[config.mk]
export PLATFORM = sky130hd
export DESIGN_NAME = if_stage
export DESIGN_NICKNAME = d
export VERILOG_FILES = /design/src/rtl/if_stage.sv
export SDC_FILE = /design/constraint.sdc
export NUM_CORES = 1
export LEC_CHECK = 0
export ABC_AREA = 1
export ABC_CLOCK_PERIOD_IN_PS = 2700
export CAP_MARGIN = 10
export CORE_MARGIN = 2
export CORE_UTILIZATION = 50
export DETAILED_ROUTE_END_ITERATION = 8
export GPL_TIMING_DRIVEN = 1
export PLACE_DENSITY = 0.94
export SYNTH_ARGS = -nofsm -noshare
export SYNTH_HDL_FRONTEND = slang
export SYNTH_SLANG_ARGS = --single-unit
export TNS_END_PERCENT = 20
[constraint.sdc]
create_clock -name clk_i -period 2.7 [get_ports clk_i]
set_input_delay 0.54 -clock clk_i [delete_from_list [all_inputs] [get_ports clk_i]]
set_output_delay 0.54 -clock clk_i [all_outputs]
set_load 0.02 [all_outputs]
[src/rtl/if_stage.sv]
`default_nettype none
// ============================================================================
// Module  : if_stage
// Purpose : Instruction fetch stage with IF/ID register and redirect handling.
// Revision: 1.0
// ============================================================================
module if_stage #(
   parameter logic [31:0] RESET_PC  = 32'h0000_0000,
   parameter logic [31:0] NOP_INSTR = 32'h0000_0013
) (
   input  logic        clk_i,
   input  logic        rst_n_i,
   input  logic        stall_i,
   input  logic        redirect_i,
   input  logic [31:0] redirect_pc_i,
   output logic        imem_req_o,
   output logic [31:0] imem_addr_o,
   input  logic        imem_ready_i,
   input  logic [31:0] imem_data_i,
   output logic [31:0] instr_o,
   output logic [31:0] pc_o,
   output logic [31:0] pc_plus4_o,
   output logic        valid_o
);

   typedef enum logic [1:0] {
      S_IDLE  = 2'd0,
      S_FETCH = 2'd1,
      S_KILL  = 2'd2
   } state_t;

   state_t      r_state;
   state_t      w_state_nxt;
   logic [31:0] r_pc_q;
   logic [31:0] w_pc_nxt;
   logic [31:0] r_kill_addr;
   logic [31:0] w_kill_nxt;
   logic [31:0] r_instr;
   logic [31:0] w_instr_nxt;
   logic [31:0] r_pc_o;
   logic [31:0] w_pc_o_nxt;
   logic        r_valid;
   logic        w_valid_nxt;
   logic [31:0] w_redir_target;

   assign w_redir_target = redirect_pc_i & 32'hFFFF_FFFC;

   always_comb begin
      w_state_nxt = r_state;
      w_pc_nxt    = r_pc_q;
      w_kill_nxt  = r_kill_addr;
      w_instr_nxt = r_instr;
      w_pc_o_nxt  = r_pc_o;
      w_valid_nxt = r_valid;
      case (r_state)
         S_IDLE: begin
            w_state_nxt = S_FETCH;
         end
         S_FETCH: begin
            if (redirect_i) begin
               w_pc_nxt    = w_redir_target;
               w_valid_nxt = 1'b0;
               w_instr_nxt = NOP_INSTR;
               // Outstanding request must complete at its original address.
               if (!imem_ready_i) begin
                  w_kill_nxt  = r_pc_q;
                  w_state_nxt = S_KILL;
               end
            end else if (!stall_i) begin
               if (imem_ready_i) begin
                  w_instr_nxt = imem_data_i;
                  w_pc_o_nxt  = r_pc_q;
                  w_valid_nxt = 1'b1;
                  w_pc_nxt    = r_pc_q + 32'd4;
               end else begin
                  w_instr_nxt = NOP_INSTR;
                  w_valid_nxt = 1'b0;
               end
            end
         end
         S_KILL: begin
            if (redirect_i) begin
               w_pc_nxt    = w_redir_target;
               w_valid_nxt = 1'b0;
               w_instr_nxt = NOP_INSTR;
            end
            if (imem_ready_i) begin
               w_state_nxt = S_FETCH;
            end
         end
         default: begin
            w_state_nxt = S_IDLE;
         end
      endcase
   end

   always_ff @(posedge clk_i) begin
      if (!rst_n_i) begin
         r_state     <= S_IDLE;
         r_pc_q      <= RESET_PC;
         r_kill_addr <= 32'd0;
         r_instr     <= NOP_INSTR;
         r_pc_o      <= 32'd0;
         r_valid     <= 1'b0;
      end else begin
         r_state     <= w_state_nxt;
         r_pc_q      <= w_pc_nxt;
         r_kill_addr <= w_kill_nxt;
         r_instr     <= w_instr_nxt;
         r_pc_o      <= w_pc_o_nxt;
         r_valid     <= w_valid_nxt;
      end
   end

   assign imem_req_o  = (r_state != S_IDLE);
   assign imem_addr_o = (r_state == S_KILL) ? r_kill_addr : r_pc_q;
   assign instr_o     = r_instr;
   assign pc_o        = r_pc_o;
   assign pc_plus4_o  = r_pc_o + 32'd4;
   assign valid_o     = r_valid;

endmodule
`default_nettype wire

==> metrics.md <==
| Metric | Value |
|---|---|
| Status | `finished clean` |
| Die height | `119 um` |
| CP required | `2.16 ns` |
| Postcts setup bufs | `0` |
| Sequential cell area | `2510 um^2` |
| Largest net degree at the start of global routing | `67` |
| Arrival time at the worst endpoint | `2.14 ns` |
| Post-synth ARST share | `0%` |
| Initial antenna violation count | `1` |
| Worst-path clk slew | `0.06 ns` |
| Mean Syn Cell Area | `6.57 um^2` |
| WS Path Type | `reg2out` |
| Final net count | `1257` |
| Final Hold Fails | `0` |
| TritonCTS clock tree | `done` |
| Global-route wire length before repair | `33.8 mm` |
| DR DRC count | `0` |
| DR vias | `7520` |
| Top FF cell, synth | `dfxtp_1` |
| Initial Util | `51.7%` |
| Clock skew | `0.0131 ns` |
| H-tree depth | `4` |
| Row Count | `41` |
| GP Congestion | `0.960` |
| Final min period | `2.68 ns` |
| Via/cell ratio | `5.49` |
| Synth cell count leaders | `nand2_1, dfxtp_1, a21oi_1` |
| Cells after Synth | `1005` |
| Layout cells sized above 1 | `9.84%` |
| Wire per inst | `15.6 um` |
| Final std cells w/o fill | `1371` |
| PortBufs | `190` |
| Sink Count | `125` |
| CTS root buf | `clkbuf_16` |
| Synth warn | `0` |
| Max-slew headroom | `58.7%` |
| Clock Path Buffers | `2` |
| First-pass DRT Iterations | `6` |
| Multi-input logic area | `3630 um^2` |
| Final instance area | `9380 um^2` |
| GRT Overall Usage | `29.7%` |
| Die X-Extent | `119 um` |
| Inserted Diodes | `0` |
| Flops & latches, synth | `125` |
| Inst Count DP | `1339` |
| Clock latency at the later pin of the worst-skew pair | `0.43 ns` |
| ANT nets after route | `0` |
| Post-synth EDFFs | `0` |
| HP Class | `reg2reg` |
| Final HPWL DP | `15.2 mm` |
| RSZ-0062 raised after global routing | `yes` |
| Max FO, Critical Path | `61` |
| Post-synth top area share | `37.9%` |
| Num CTS Buffers | `17` |
| I/O pins | `199` |
| Die area | `14100 um^2` |
| Routed WL | `21.4 mm` |
| Sequential area share after synthesis | `37.9%` |
| Vias in the first global route | `6932` |
| Pwr Total | `0.00523 W` |
| Worst VDD drop | `0.570 mV` |
| Crit start category | `register` |
| Placed cell area | `8660 um^2` |
| Fillcell total | `956` |
| Area of the core | `12800 um^2` |
| Ranking of synthesized cells by area | `dfxtp_1, nand2_1, a21oi_1, o21ai_0, nor2_1` |
| Final Cycle Share | `99.1%` |
| Tightest Pin Transition | `0.619 ns` |
| Setup Viol. Count Final | `0` |
| Total grt overflow | `0` |
| Setup crit end kind | `primary output` |
| Fmax achieved | `0.374 GHz` |
| Cell variety after synth | `39` |
| Pleak | `3.81 nW` |
| Final Max Tran Viols | `0` |
| Area leader, netlist | `dfxtp_1` |
| Post-Syn Area | `6600 um^2` |
| Most common cell in the synthesized netlist | `nand2_1` |
| Initial DRC Count | `765` |
| Area grow syn2layout | `42.0%` |
| Power per Cell Area | `558 nW/um^2` |
| Max cap viols | `0` |
[cells by family after synthesis]
family	after synthesis	share of synthesized area, %
and+or+nand+nor	473	30.1
other	1	0.0568
xor gates and xnor gates	25	3.32
AOI/OAI and AO/OA	245	19.6
buffers and inverters	134	8.64
adders and majority gates	2	0.379
DFF	125	37.9
[state kept, by name (all words and copies together), names as in the netlist]
register,count
instr_o,32
pc_o,30
r_kill_addr,30
r_pc_q,30
r_state,2
valid_o,1
[layer usage]
metal / track usage, % / part of all wire [%] / vias to the layer above
met5: 0 / 0 / -
met1: 37.4 / 40 / 3367
li1: - / - / 3651
met3: 7.42 / 10 / 68
met4: 11.6 / 3.1 / 0
met2: 48.7 / 47 / 434
[layout by cell type (no fill, tap or decap), drive strengths merged, types with 2 or more instances in the layout]
cell type,n
nand3,42
nor3,16
a21oi,123
nand4,14
dlymetal6s2s,24
or2,2
inv,80
clkinv,8
nand2,285
ha,2
o22ai,3
conb,6
clkdlybuf4s50,145
clkbuf,24
o31ai,2
buf,25
dfxtp,125
dlygate4sd2,10
nor2,107
o21ai,113
clkdlybuf4s15,3
o211ai,2
bufinv,3
nor4,5
xor2,24
[through the flow]
stage | util [%] | hold WS [ns] | setup slack [ns] | setup TNS (ns)
after floorplan | - | 0.458 | 0.405 | 0
after detailed placement | 67.8 | 0.454 | 0.00141 | 0
after global routing | 73.4 | 0.488 | -0.0285 | -0.154
after global placement | 67.8 | 0.451 | 0.129 | 0
after CTS | 72.8 | 0.463 | -0.189 | -0.574
final | 73.4 | 0.465 | 0.0248 | 0
[cell type report]
class                   count  area share, %
clock buffers              19           4.72
flip-flops and latches    125           26.8
well taps                 172           2.30
inverters                  79           3.16
clock inverters            13           1.76
multi-input cells         751           38.8
repair buffers            212           22.6
[worst max-delay path: stages (launching register included)]
cell and delay, ns:
dfxtp_1 0.35, inv_2 0.07, nand2_2 0.12, clkinv_1 0.12, buf_12 0.19, o21ai_0 0.20
clkdlybuf4s50_1 0.63
[timing repair]
action                     CTS  global route
hold buffers                 0             0
gates resized for setup     35            52
setup endpoints to repair   22            38
cloned                       0             0
[final timing paths]
path | startpoint | end | cells past startpoint | slack, ns
setup / recovery | r_state[0] | imem_addr_o[15] | 6 | 0.02
setup reg to reg | r_pc_q[2] | r_pc_q[20] | 9 | 0.73
hold reg to reg | instr_o[14] | instr_o[14] | 2 | 0.46
hold / removal | instr_o[14] | instr_o[14] | 2 | 0.46
[report_power, final]
part | total, W | internal (W) | switching (W)
Clock | 0.00235 | 0.00148 | 0.000867
Sequential | 0.00204 | 0.00194 | 0.000105
Combinational | 0.000841 | 0.000357 | 0.000484
(Power assumes the default switching activity.)
